## src/rtl/lsu.sv

```systemverilog
// Load/store unit: takes one RV32I load or store from the core, runs a single word-aligned
// memory transaction with byte strobes and a timeout, then reports sign/zero-extended data or a fault.
module lsu #(
  parameter int unsigned TIMEOUT_CYCLES = 255
) (
  input  logic        clk,
  input  logic        rst,
  input  logic        req_valid,
  output logic        req_ready,
  input  logic        req_load,
  input  logic        req_store,
  input  logic [31:0] addr,
  input  logic [31:0] wdata,
  input  logic [2:0]  funct3,
  output logic        mem_valid,
  input  logic        mem_ready,
  output logic        mem_we,
  output logic [31:0] mem_addr,
  output logic [31:0] mem_wdata,
  output logic [3:0]  mem_wstrb,
  input  logic [31:0] mem_rdata,
  output logic        done,
  output logic [31:0] rdata,
  output logic        err_misaligned,
  output logic        err_access
);

  typedef enum logic [1:0] {IDLE, ACCESS, DONE} state_e;

  state_e      state_q, state_d;
  logic [31:0] addr_q, addr_d, wdata_q, wdata_d;
  logic [31:0] cnt_q, cnt_d, rdata_q, rdata_d;
  logic [2:0]  funct3_q, funct3_d;
  logic        store_q, store_d, err_mis_q, err_mis_d, err_acc_q, err_acc_d;
  logic        illegal, misaligned;
  logic [31:0] lane, load_val, cnt_inc;

  always_ff @(posedge clk) begin
    if (rst) begin
      state_q   <= IDLE;
      addr_q    <= '0;
      wdata_q   <= '0;
      cnt_q     <= '0;
      rdata_q   <= '0;
      funct3_q  <= '0;
      store_q   <= 1'b0;
      err_mis_q <= 1'b0;
      err_acc_q <= 1'b0;
    end else begin
      state_q   <= state_d;
      addr_q    <= addr_d;
      wdata_q   <= wdata_d;
      cnt_q     <= cnt_d;
      rdata_q   <= rdata_d;
      funct3_q  <= funct3_d;
      store_q   <= store_d;
      err_mis_q <= err_mis_d;
      err_acc_q <= err_acc_d;
    end
  end

  // Illegal encodings take precedence over alignment faults.
  always_comb begin
    illegal = (req_load == req_store)
           || (req_load && (funct3 == 3'd3 || funct3 == 3'd6 || funct3 == 3'd7))
           || (req_store && funct3 >= 3'd3);
    misaligned = ((funct3[1:0] == 2'b01) && addr[0])
              || ((funct3[1:0] == 2'b10) && (addr[1:0] != 2'b00));
  end

  always_comb begin
    lane    = mem_rdata >> {addr_q[1:0], 3'b000};
    cnt_inc = cnt_q + 32'd1;
    case (funct3_q)
      3'd0:    load_val = {{24{lane[7]}}, lane[7:0]};
      3'd1:    load_val = {{16{lane[15]}}, lane[15:0]};
      3'd4:    load_val = {24'd0, lane[7:0]};
      3'd5:    load_val = {16'd0, lane[15:0]};
      default: load_val = lane;
    endcase
  end

  always_comb begin
    state_d   = state_q;
    addr_d    = addr_q;
    wdata_d   = wdata_q;
    cnt_d     = cnt_q;
    rdata_d   = rdata_q;
    funct3_d  = funct3_q;
    store_d   = store_q;
    err_mis_d = err_mis_q;
    err_acc_d = err_acc_q;
    case (state_q)
      IDLE: begin
        if (req_valid) begin
          addr_d    = addr;
          wdata_d   = wdata;
          funct3_d  = funct3;
          store_d   = req_store;
          cnt_d     = '0;
          rdata_d   = '0;
          err_mis_d = 1'b0;
          err_acc_d = 1'b0;
          if (illegal) begin
            err_acc_d = 1'b1;
            state_d   = DONE;
          end else if (misaligned) begin
            err_mis_d = 1'b1;
            state_d   = DONE;
          end else begin
            state_d = ACCESS;
          end
        end
      end
      ACCESS: begin
        // A response arriving in the final timeout cycle still wins.
        if (mem_ready) begin
          rdata_d = store_q ? 32'd0 : load_val;
          state_d = DONE;
        end else if (TIMEOUT_CYCLES != 0 && cnt_inc == TIMEOUT_CYCLES) begin
          err_acc_d = 1'b1;
          state_d   = DONE;
        end else begin
          cnt_d = cnt_inc;
        end
      end
      default: state_d = IDLE;
    endcase
  end

  always_comb begin
    req_ready      = (state_q == IDLE);
    mem_valid      = (state_q == ACCESS);
    done           = (state_q == DONE);
    mem_we         = 1'b0;
    mem_addr       = '0;
    mem_wdata      = '0;
    mem_wstrb      = '0;
    rdata          = done ? rdata_q : 32'd0;
    err_misaligned = done & err_mis_q;
    err_access     = done & err_acc_q;
    if (mem_valid) begin
      mem_we   = store_q;
      mem_addr = {addr_q[31:2], 2'b00};
      if (store_q) begin
        case (funct3_q[1:0])
          2'b00: begin
            mem_wstrb = 4'b0001 << addr_q[1:0];
            mem_wdata = {4{wdata_q[7:0]}};
          end
          2'b01: begin
            mem_wstrb = 4'b0011 << addr_q[1:0];
            mem_wdata = {2{wdata_q[15:0]}};
          end
          default: begin
            mem_wstrb = 4'b1111;
            mem_wdata = wdata_q;
          end
        endcase
      end
    end
  end

endmodule

```

## config.mk

```make
export PLATFORM = sky130hd
export DESIGN_NAME = lsu
export DESIGN_NICKNAME = d
export VERILOG_FILES = /design/src/rtl/lsu.sv
export SDC_FILE = /design/constraint.sdc
export NUM_CORES = 1
export LEC_CHECK = 0
export BUFFER_PORTS_ARGS = -buffer_cell sky130_fd_sc_hd__buf_2
export CAP_MARGIN = 15
export CELL_PAD_IN_SITES_DETAIL_PLACEMENT = 0
export CELL_PAD_IN_SITES_GLOBAL_PLACEMENT = 1
export CORE_ASPECT_RATIO = 1.5
export CORE_MARGIN = 2
export CORE_UTILIZATION = 38
export CTS_BUF_LIST = sky130_fd_sc_hd__clkbuf_4
export CTS_CLUSTER_SIZE = 12
export DETAILED_ROUTE_END_ITERATION = 7
export PLACE_DENSITY_LB_ADDON = 0.1
export SYNTH_ARGS = -nofsm -noshare
export SYNTH_HDL_FRONTEND = slang
export SYNTH_SLANG_ARGS = --single-unit
```

## constraint.sdc

```tcl
create_clock -name clk -period 3.65 [get_ports clk]
set_input_delay 0.73 -clock clk [delete_from_list [all_inputs] [get_ports clk]]
set_output_delay 0.73 -clock clk [all_outputs]
set_load 0.02 [all_outputs]
```

# Word level (Yosys, flattened, before mapping)
# Cells that the tools add are included.
# classes
n_shift,3
bitwise,2
n_eq_ne,19
order_cmp,1
mux,30
reduce_logical,19
addsub,1
# ops
cell,count
$mux W32,9
$pmux W32 S2,3
$pmux W32 S4,1
$add A32 B1 Y32 const B,1
$eq A32 B8 Y1 const B,1
$shr A32 B5 Y32,1
$eq A3 B3 Y1 const B,4
$mux W2,5
$mux W4,2
$pmux W4 S2,1
$reduce_and A4 Y1,2
$mux W1,7
$eq A2 B1 Y1 const B,3
$ne A2 B2 Y1 const B,3
$logic_or A1 B1 Y1,5
$eq A2 B2 Y1 const B,2
$logic_and A1 B1 Y1,4
$logic_not A2 Y1,2
$ne A2 B1 Y1 const B,2
$pmux W2 S2,1
$reduce_and A2 Y1,2
$reduce_bool A2 Y1,2
$shl A1 B2 Y4 const A,1
$shl A2 B2 Y4 const A,1
9 further kinds,10
# totals
regBits,136
out_inout_bits,106
in_bits,105
wordCells,84

# Logic depth before layout (Yosys ltp)
# Gate-level depths: netlist of the first run.
# depth
word_depth,9
ltp_mapped,12

# Least setup slack after synthesis of the first run
# No wires, ideal clock.
# synth_path
path_type,register -> register
startpoint,register cnt_q[1]
endpoint,register cnt_q[10]
path_slack_ns,0.914
required_ns,3.518
stages_incl_launch_ff,11
synth_period_minus_slack_ns,2.736
arrival_time_ns,2.604
n_path_buf,1
cell_sequence,dfxtp_1 > ha_1 > nand3_1 > nor4_2 > nand4_1 > mux2i_1 > o211ai_1 > nor3_4 > nand2b_4 > buf_6 > o32ai_1
# synth_between
elab_chain_len,4
word_cells_on_any_way,7
cone_classes,1 x add/sub; 2 x eq/ne; 3 x mux; 1 x reduce/logical
# synth_lines
element,line_no,source
"start, declared",32,"logic [31:0] cnt_q, cnt_d, rdata_q, rdata_d;"
"start signal, assigned",53,cnt_q <= cnt_d;
$add A32 B1 Y32 (*),73,cnt_inc = cnt_q + 32'd1;
$eq A32 B8 Y1 / $mux W32 (equally long branches),120,end else if (TIMEOUT_CYCLES != 0 && cnt_inc == TIMEOUT_CYCLES) begin
$ne A2 B2 Y1 (no line) / $mux W32 (equally long branches),n/a,
$reduce_and A4 Y1 (no line) / $pmux W32 S2 (equally long branches),n/a,
# Mark *: on every way between the ends. The rest lies on a longest branch, timed or not. The select of a mux whose other input is x is not followed.
# A chain may end at the register's enable or synchronous reset.

# Final worst setup path of the first run
# layout_path
startpoint,register funct3_q[1]
endpoint,output mem_wdata[8]
# layout_between
elab_chain_len,4
word_cells_on_any_way,5
cone_classes,1 x eq/ne; 3 x mux; 1 x reduce/logical
# layout_lines
element,line_no,source
"start, declared",33,"logic [2:0] funct3_q, funct3_d;"
"start signal, assigned",55,funct3_q <= funct3_d;
$eq A2 B1 Y1 / $logic_not A2 Y1 (equally long branches),146,case (funct3_q[1:0])
$pmux W32 S2 (*),146,
$mux W32 (*),145,if (store_q) begin
$mux W32 (*),142,if (mem_valid) begin
"end, declared",19,"output logic [31:0] mem_wdata,"
# Mark *: on every way between the ends. The rest lies on a longest branch, timed or not.

==> metrics.cfg, run 1 <==
[detailed_routing]
drt_iter0_drc = 430
wl_met1_um = 10300
ant_nets = 0
drc = 0
wl_met3_um = 1470
wl_met2_um = 12900
vias_per_cell = 5.33
wl_per_cell_um = 17.4
firstDrtPassIters = 5
vias = 7881
wl_um = 25700
top_layer = met5

[critical_path]
r2r-start = cnt_q[13]
crit_path_max_incr_delay_ps = 910
cp.arrival_ps = 2510
reg2reg_slack_ps = 420
end_kind = output port
reg2regPathDepth = 8
reg2reg_to = cnt_q[26]
path_max_fanout = 19
slowest_stage = nor2_1
critPathRequiredTime_ps = 2920
worstPathCellList = nor2_1 > nand2_1 > a21oi_1 > buf_2
worstSetupPathType = reg2out
start_kind = register

[sta]
setup_viol = 0
fin_crit_ps = 3240
worstMarginPinSlew_ps = 1150
fin_setup_tns_ps = 0
fmax_ghz = 0.309
relSlewSlack = 0.230
period_share = 0.887
skew_ps = 26.1
hold_viol = 0
finalMaxSlewViolations = 0
rsz0062_at_grt = false

[outcome]
status = finished clean

[worst_hold_path]
holdPathEnd = wdata_q[26]
worstHoldPathCells = 3
hold_start = wdata[26]
hold_path_class = in2reg

[cells_and_area]
ff_latch_area_sq_um = 2720
layout.nets = 1311
fin_util = 0.461
multiInputGateArea_sq_um = 4410
fill_cells = 2114
syn_to_final_growth_pct = 19.9
layout-drive-gt1-share = 0.237
final_cells = 1479

[yosys]
post_synth.cell_area_avg_sq_um = 7.30
yosys_warnings = 0
synthCells = 1034
synth-async-reset-ratio = 0
yosysTopAreaCell = dfxtp_1
synth_top_area_frac = 0.361
synthDistinctLibCells = 63
ys_seq_area_frac = 0.361
ys_ff_latch = 136
synth-edff-count = 0
syn_area_sq_um = 7550
synth_ff_type = dfxtp_1
ys_top_cells_by_area = dfxtp_1, nand2_1, a21oi_1

[pwr]
p_per_area_nw_per_um2 = 343
ir_drop_mv = 0.176
total_power_mw = 3.10
p_leak_nw = 3.72

[clock_tree]
post_cts_buffers = 0
cts_hold_buffers = 0
clock_latency_ps = 570
post_cts_resized = 0
cts_made_buffers = 17
cts_buffer_depth = 2
cts.root.buffer_cell = clkbuf_4
clkSinkCount = 136
htreeDepth = 4
cts_tree = done
clkSlewWorstSetupHoldPaths_ps = 140

[global_routing]
grt_use_total = 0.241
grt-ovfl-total = 0
antenna_found_initial = 4
grt_pass1_vias = 7478
grt_start_max_net_pins = 72
grt_pass1_wl_um = 40000

[place]
gp_congestion = 0.944
port-buffer-count = 208
dpl.hpwl_um = 17700
dp.cells = 1445

[die]
die_area_sq_um = 21000
design.core.area_sq_um = 19600
die_w_um = 119
die_y_um = 177
io-pin-count = 211
placementRows = 63
initial_utilization = 0.385

[job]
cap_violations = 0

critical path: cells and delay by family, from the launching register on:
family	cells	cell delay (ps)
simple gates	2	1020
flops	1	470
compound gates	1	230
buf+inv	1	210
Yosys cell counts (all sizes together), types with 2 or more instances:
library cell	n
a32oi	7
o22ai	3
inv	21
a21oi	114
dfxtp	136
mux2	2
nand2b	5
o32ai	9
nand2	217
and3	20
and2	69
o211ai	4
nor4	14
xnor2	11
xor2	3
or2	4
o21bai	2
nand3	26
nand4	13
ha	2
nor2	95
buf	16
or3	6
o41ai	7
o31ai	5
a21o	2
or4	10
a22oi	26
and4	3
nor3	13
a41oi	4
o21ai	43
clkbuf	67
mux2i	40
a2111oi	2
sequential cells by signal (all words and copies together), names as in the netlist:
register and cells:
addr_q 32, cnt_q 32, err_acc_q 1, err_mis_q 1, funct3_q 3, rdata_q 32
state_q 2, store_q 1, wdata_q 32
report_power, final:
group	total (mW)	internal (mW)	switching [mW]	leakage [nW]
Combinational	0.465	0.163	0.302	2.47
Clock	1.05	0.417	0.635	0.147
Sequential	1.59	1.54	0.0447	1.11
Total	3.10	2.12	0.981	3.72
layer usage:
metal | vias up | global-route usage
met3 | 68 | 0.0554
met1 | 3660 | 0.281
met2 | 238 | 0.412
met4 | 4 | 0.120
li1 | 3911 | -
met5 | - | 0
logic make-up after synthesis:
family / Yosys count / synth area share
simple gates: 500 / 0.317
compound gates: 234 / 0.188
flops: 136 / 0.361
buf+inv: 105 / 0.0577
mux: 42 / 0.0560
xor+xnor: 14 / 0.0162
fa+ha+maj: 2 / 0.00331
other cells: 1 / 0.000497
how the worst max path moves through the flow:
stage / end / from / slack (ps) / cells after the start
floorplan: cnt_q[10] / cnt_q[1] / 910 / 10
global placement: cnt_q[28] / cnt_q[13] / 580 / 8
detailed placement: cnt_q[26] / cnt_q[13] / 500 / 8
CTS: mem_wdata[8] / funct3_q[1] / 380 / 4
global route: mem_wdata[11] / funct3_q[1] / 250 / 4
finish: mem_wdata[8] / funct3_q[1] / 410 / 4
metrics by stage:
step / instance area (sq um) / worst slack, ps / hold WS [ps]
after floorplan: 7550 / 914 / 432
after global placement: 8770 / 578 / 437
after detailed placement: 8770 / 497 / 442
after CTS: 9050 / 383 / 333
after global routing: 9050 / 250 / 347
final: 9050 / 414 / 379
final cells by class:
type | count | area share
clock inverter | 14 | 0.0160
sequential | 136 | 0.301
tap | 260 | 0.0359
inverter | 22 | 0.00912
antenna | 2 | 0.000553
clock buffer | 18 | 0.0149
multi-input combinational | 794 | 0.487
timing repair buffer | 233 | 0.136
cells in the final DEF, fill, tap and decap left out, drive strengths merged, types with 6 or more instances in the layout:
cell	Yosys	routed
a32oi	7	7
a21oi	114	114
clkinv	1	6
and2	69	69
nor3	13	13
clkbuf	67	18
nor4	14	14
inv	21	25
nand4	13	13
mux2i	40	40
or3	6	6
buf	16	233
o32ai	9	9
nand3	26	26
o41ai	7	7
or4	10	10
o21ai	43	43
and3	20	20
xnor2	11	11
nand2	217	217
a22oi	26	26
dfxtp	136	136
nor2	95	95
No activity file was read; power rests on OpenSTA's default activity.
==> run 2: changes to the inputs <==
--- a/config.mk
+++ b/config.mk
@@ -12,9 +12,10 @@
 export CORE_ASPECT_RATIO = 1.5
 export CORE_MARGIN = 2
 export CORE_UTILIZATION = 38
-export CTS_BUF_LIST = sky130_fd_sc_hd__clkbuf_4
+export CTS_BUF_LIST = sky130_fd_sc_hd__clkbuf_2 sky130_fd_sc_hd__clkbuf_4 sky130_fd_sc_hd__clkbuf_8
 export CTS_CLUSTER_SIZE = 12
 export DETAILED_ROUTE_END_ITERATION = 7
+export GPL_ROUTABILITY_DRIVEN = 0
 export PLACE_DENSITY_LB_ADDON = 0.1
 export SYNTH_ARGS = -nofsm -noshare
 export SYNTH_HDL_FRONTEND = slang
==> run 2 against run 1 <==
Effect of this change: critical path depth grew 4; wire length shrank 1.3%; die area is the same; total power grew 14%; count of clock-buffer cells in the layout is the same.
==> metrics.cfg, run 2 (synthesis results as in run 1) <==
[cells_and_area]
layout-drive-gt1-share = 0.235  ; -0.00169
final_cells = 1474  ; -0.34%
final_common_cell = nand2_1
layout_common_cells = nand2_1, buf_2, dfxtp_1, a21oi_1, nor2_1
layout.nets = 1308  ; -0.23%
fill_cells = 2124  ; +0.47%
syn_to_final_growth_pct = 22.0

[sta]
fin_crit_ps = 3300  ; +60.0 ps
rsz0062_at_grt = false
relSlewSlack = 0.506  ; +0.276
fin_setup_tns_ps = 0  ; unchanged
finalMaxSlewViolations = 0  ; unchanged
fmax_ghz = 0.303  ; -1.8%
setup_ws_ps = 354  ; -60.0 ps
period_share = 0.903  ; +0.0164
hold_viol = 0  ; unchanged
worstMarginPinSlew_ps = 741  ; -410 ps
setup_viol = 0  ; unchanged
skew_ps = 13.2  ; -12.9 ps

[detailed_routing]
vias_per_cell = 5.32  ; -0.25%
vias = 7835  ; -0.58%
wl_um = 25400  ; -1.3%
drc = 0  ; unchanged
drt_iter0_drc = 439  ; +2.1%
ant_nets = 0  ; unchanged
wl_per_cell_um = 17.2  ; -1.0%
firstDrtPassIters = 5  ; unchanged

[die]
io-pin-count = 211  ; unchanged
die_w_um = 119  ; unchanged
die_y_um = 177  ; unchanged
initial_utilization = 0.385  ; unchanged
die_area_sq_um = 21000  ; unchanged
design.core.area_sq_um = 19600  ; unchanged
placementRows = 63  ; unchanged

[critical_path]
worstSetupPathType = reg2reg
cp.arrival_ps = 3590  ; +1080 ps
path_max_fanout = 22  ; +3
critPathRequiredTime_ps = 3940  ; +1020 ps
start_kind = register
end_kind = register
reg2regPathDepth = 8  ; unchanged

[global_routing]
grt_pass1_vias = 7543  ; +0.87%
grt_pass1_wl_um = 39800  ; -0.41%
antenna_found_initial = 3  ; -1
grt_use_total = 0.237  ; -0.00333
grt-ovfl-total = 0  ; unchanged
grt_start_max_net_pins = 71  ; -1.4%

[clock_tree]
clock_latency_ps = 450  ; -120 ps
cts_hold_buffers = 0  ; unchanged
cts_tree = done
cts_made_buffers = 17  ; unchanged
htreeDepth = 4  ; unchanged
post_cts_resized = 0  ; unchanged
clkSlewWorstSetupHoldPaths_ps = 80  ; -60 ps
cts_buffer_depth = 2  ; unchanged
cts.root.buffer_cell = clkbuf_8
post_cts_buffers = 0  ; unchanged
clkSinkCount = 136  ; unchanged

[worst_hold_path]
hold_path_class = reg2reg
worstHoldPathCells = 2  ; -1

[place]
port-buffer-count = 208  ; unchanged
preCtsSetupSlack_ps = 392  ; -105 ps
dp.cells = 1441  ; -0.28%
dpl.hpwl_um = 17600  ; -0.91%

[outcome]
status = finished clean

[pwr]
p_leak_nw = 3.79  ; +1.7%
total_power_mw = 3.52  ; +14%
p_per_area_nw_per_um2 = 382  ; +12%
ir_drop_mv = 0.242  ; +38%

[job]
cap_violations = 0  ; unchanged

## run 2: per-stage QoR
step,instance area (sq um),util,hold slack (ps)
final,9210,0.469,452
after global routing,9210,0.469,472
after detailed placement,8740,0.445,442
after global placement,8740,0.445,438
after CTS,9200,0.469,455
after floorplan,7550,-,432
## run 2: area by class of cell
cell class | instances | area (sq um) | share of cell area
clock buffers | 18 | 241 | 0.0262
inverters | 22 | 82.6 | 0.00896
flip-flops and latches | 136 | 2720 | 0.296
multi-input cells | 794 | 4410 | 0.478
repair buffers | 230 | 1210 | 0.132
clock inverters | 13 | 218 | 0.0236
well taps | 260 | 325 | 0.0353
diodes | 1 | 2.50 | 0.000272
## run 2: path summary, 6_finish.rpt
| check | slack (ps) | to | from |
|---|---|---|---|
| worst min register to register | 450 | addr_q[3] | addr_q[3] |
| worst max-delay path | 350 | cnt_q[10] | cnt_q[21] |
| worst max register to register | 350 | cnt_q[10] | cnt_q[21] |
| worst min-delay path | 450 | addr_q[3] | addr_q[3] |
## run 2: critical path: stages (launching register included)
cell and delay (ps):
dfxtp_1 530, nand4_2 210, or4_1 540, a2111oi_2 390
o221ai_1 150, or4_4 470, nor3_4 290, nand2b_4 410
o32ai_1 140
## run 2: metal layers
layer	vias up	GRT usage	wire, um
met5	-	0	11
met4	2	0.108	831
met3	57	0.0548	1310
met2	238	0.414	13100
met1	3643	0.275	10100
li1	3895	-	-
## run 2: power breakdown
part	total (mW)	switching [mW]	internal [mW]	leakage [nW]
clock	1.47	0.641	0.828	0.224
sequential	1.58	0.0431	1.54	1.11
combinational	0.469	0.305	0.164	2.45
==> run 3: changes to the inputs <==
--- a/config.mk
+++ b/config.mk
@@ -5,13 +5,14 @@
 export SDC_FILE = /design/constraint.sdc
 export NUM_CORES = 1
 export LEC_CHECK = 0
+export ABC_AREA = 1
 export BUFFER_PORTS_ARGS = -buffer_cell sky130_fd_sc_hd__buf_2
 export CAP_MARGIN = 15
 export CELL_PAD_IN_SITES_DETAIL_PLACEMENT = 0
 export CELL_PAD_IN_SITES_GLOBAL_PLACEMENT = 1
 export CORE_ASPECT_RATIO = 1.5
 export CORE_MARGIN = 2
-export CORE_UTILIZATION = 38
+export CORE_UTILIZATION = 37
 export CTS_BUF_LIST = sky130_fd_sc_hd__clkbuf_2 sky130_fd_sc_hd__clkbuf_4 sky130_fd_sc_hd__clkbuf_8
 export CTS_CLUSTER_SIZE = 12
 export DETAILED_ROUTE_END_ITERATION = 7
==> run 3 against run 2 <==
Effect of this change: critical path depth unchanged; maximum frequency increased by 8.1%; hold slack improved by 5.3 ps; combinational power increased by 25%; clock skew increased by 0.76 ps; via count increased by 5.0%; final cell count increased by 15%; wire length decreased by 0.46%; total power increased by 0.99%; register-to-register slack improved by 360 ps; count of clock-buffer cells in the layout decreased by 1.
==> metrics.cfg, run 3 <==
[outcome]
status = finished clean

[pwr]
seq_power_share = 0.451  ; about the same
p_per_area_nw_per_um2 = 387  ; +1.2%
clockPowerShare = 0.384  ; -0.033
ir_drop_mv = 0.201  ; -17%
swShare = 0.314  ; +0.0329
pwr-share-comb = 0.165  ; +0.032
intPower_mw = 2.44  ; -3.6%
p_leak_nw = 3.97  ; +5.0%
p_switching_mw = 1.12  ; +13%

[die]
die_w_um = 121  ; +1.5%
io-pin-count = 211  ; unchanged
initial_utilization = 0.374  ; -0.0108
die_area_sq_um = 21700  ; +2.9%
design.core.area_sq_um = 20300  ; +3.2%
die_y_um = 179  ; +1.5%
placementRows = 64  ; +1.6%

[yosys]
yosysMostFrequentCell = nand2_1
ys_top_cells_by_area = dfxtp_1, nand2_1, nor2_1
syn_area_sq_um = 7570  ; +0.31%
synthCells = 1239  ; +20%
synth_top_area_frac = 0.359  ; -0.00113
yosysTopAreaCell = dfxtp_1
ys_ff_latch = 136  ; unchanged
yosys_warnings = 0  ; unchanged
synth-edff-count = 0  ; unchanged
synth_common_cells = nand2_1, nor2_1, dfxtp_1
synthDistinctLibCells = 34  ; -46%
synth-async-reset-ratio = 0  ; unchanged
ys_seq_area_frac = 0.359  ; -0.00113
synth_ff_type = dfxtp_1
post_synth.cell_area_avg_sq_um = 6.11  ; -16%

[clock_tree]
cts_made_buffers = 17  ; unchanged
clock_latency_ps = 450  ; about the same
clkSinkCount = 136  ; unchanged
cts_buffer_depth = 2  ; unchanged
htreeDepth = 4  ; unchanged
cts_tree = done
post_cts_resized = 0  ; unchanged
cts_hold_buffers = 0  ; unchanged
post_cts_buffers = 0  ; unchanged
clkSlewWorstSetupHoldPaths_ps = 80  ; about the same
cts.root.buffer_cell = clkbuf_8

[critical_path]
reg2regPathDepth = 16  ; +8
reg2reg_to = state_q[0]
start_kind = register
worstSetupPathType = reg2out
reg2reg_slack_ps = 710  ; +360 ps
r2r-start = cnt_q[1]
cp.arrival_ps = 2320  ; -1270 ps
end_kind = output port
worstSetupEndpoint = mem_wdata[31]
startpoint = state_q[0]
critPathRequiredTime_ps = 2920  ; -1020 ps
path_max_fanout = 32  ; +45%

[sta]
worstMarginPinSlew_ps = 1040  ; +300 ps
fin_setup_tns_ps = 0  ; unchanged
relSlewSlack = 0.306  ; -0.200
period_share = 0.835  ; -0.0680
finalMaxSlewViolations = 0  ; unchanged
setup_viol = 0  ; unchanged
hold_viol = 0  ; unchanged
skew_ps = 14.0  ; +0.761 ps
fin_crit_ps = 3050  ; -248 ps
rsz0062_at_grt = false
fmax_ghz = 0.328  ; +8.1%

[cells_and_area]
layout_common_cells = nand2_1, nor2_1, buf_2, dfxtp_1, a21oi_1
final_common_cell = nand2_1
fill_cells = 2326  ; +9.5%
layout-drive-gt1-share = 0.195  ; -0.0397
syn_to_final_growth_pct = 21.4
fin_util = 0.454  ; -0.0156
layout.nets = 1518  ; +16%
final_cell_area_sq_um = 9190  ; -0.22%

[global_routing]
grt_use_total = 0.231  ; -0.00632
grt-ovfl-total = 0  ; unchanged
antenna_found_initial = 2  ; -1
grt_pass1_vias = 7698  ; +2.1%
grt_start_max_net_pins = 112  ; +58%
grt_pass1_wl_um = 39500  ; -0.73%

[detailed_routing]
wl_um = 25300  ; -0.46%
drc = 0  ; unchanged
vias = 8225  ; +5.0%
drt_iter0_drc = 453  ; +3.2%
wl_per_cell_um = 15.0  ; -13%
firstDrtPassIters = 4  ; -1
vias_per_cell = 4.87  ; -8.4%
ant_nets = 0  ; unchanged

[worst_hold_path]
hold_path_class = reg2reg

[place]
port-buffer-count = 208  ; unchanged
dpl.hpwl_um = 18200  ; +3.6%
post_dp_cell_area_sq_um = 8760  ; +0.30%

[job]
cap_violations = 0  ; unchanged

run 3: cell types whose count changed after synthesis, moves of 20 or more:
cell,before,now
nor2_1,95,238
inv_1,21,120
nand2_1,217,288
and2_1,69,0
o21ai_0,39,106
nand3_1,26,79
mux2i_1,40,8
a22oi_1,26,1
and3_1,20,0
run 3: layout make-up:
| class | instances | area, sq um | area share |
|---|---|---|---|
| Timing Repair Buffer | 222 | 1150 | 0.125 |
| Antenna cell | 1 | 2.50 | 0.000272 |
| Tap cell | 264 | 330 | 0.0359 |
| Clock inverter | 15 | 190 | 0.0207 |
| Inverter | 124 | 465 | 0.0506 |
| Multi-Input combinational cell | 910 | 4100 | 0.446 |
| Clock buffer | 17 | 234 | 0.0255 |
| Sequential cell | 136 | 2720 | 0.296 |
run 3: power groups by stage:
stage | combinational [mW] | sequential (mW) | clock [mW]
floorplan | 0.404 | 1.63 | 0
global placement | 0.593 | 1.64 | 0
detailed placement | 0.590 | 1.64 | 0
CTS | 0.592 | 1.60 | 1.40
global route | 0.666 | 1.61 | 1.46
finish | 0.588 | 1.60 | 1.37
run 3: worst min path at each step:
| stage | endpoint | depth (start not counted) | slack (ps) | from |
|---|---|---|---|---|
| after CTS | addr_q[18] | 2 | 460 | addr_q[18] |
| final | addr_q[24] | 2 | 460 | addr_q[24] |
| after global routing | addr_q[24] | 2 | 470 | addr_q[24] |
| after floorplan | addr_q[10] | 2 | 430 | addr_q[10] |
| after detailed placement | addr_q[18] | 2 | 450 | addr_q[18] |
| after global placement | addr_q[28] | 2 | 440 | addr_q[28] |
run 3: metrics by stage:
stage	power [mW]	instances	setup slack (ps)	hold WS [ps]
after floorplan	2.03	1240	644	430
after CTS	3.59	1688	567	458
after global routing	3.74	1688	218	474
after global placement	2.23	1656	715	441
final	3.56	1689	603	457
after detailed placement	2.23	1656	686	445
run 3: kinds of logic (layout without fill, tap and decap cells):
family / count (synthesis) / count (layout) / share of synthesized area
muxes: 8 / 8 / 0.0106
AOI/OAI and AO/OA: 243 / 243 / 0.162
DFF: 136 / 136 / 0.359
and+or+nand+nor: 651 / 651 / 0.359
other: 1 / 3 / 0.000495
adders and majority gates: 2 / 2 / 0.00330
xor gates and xnor gates: 4 / 4 / 0.00463
buffers and inverters: 194 / 378 / 0.100
run 3: metal layers:
layer,GRT usage,part of all wire
met5,0,0.00051
met4,0.0669,0.016
met3,0.0576,0.051
met2,0.425,0.52
met1,0.261,0.42
run 3: critical path, cell delays in order (launching register included):
cell and delay (ps):
dfxtp_1 360, inv_1 60, nor2_1 90, buf_4 180, inv_1 70, nor2_1 190, inv_1 430, nor3_1 300
buf_2 200
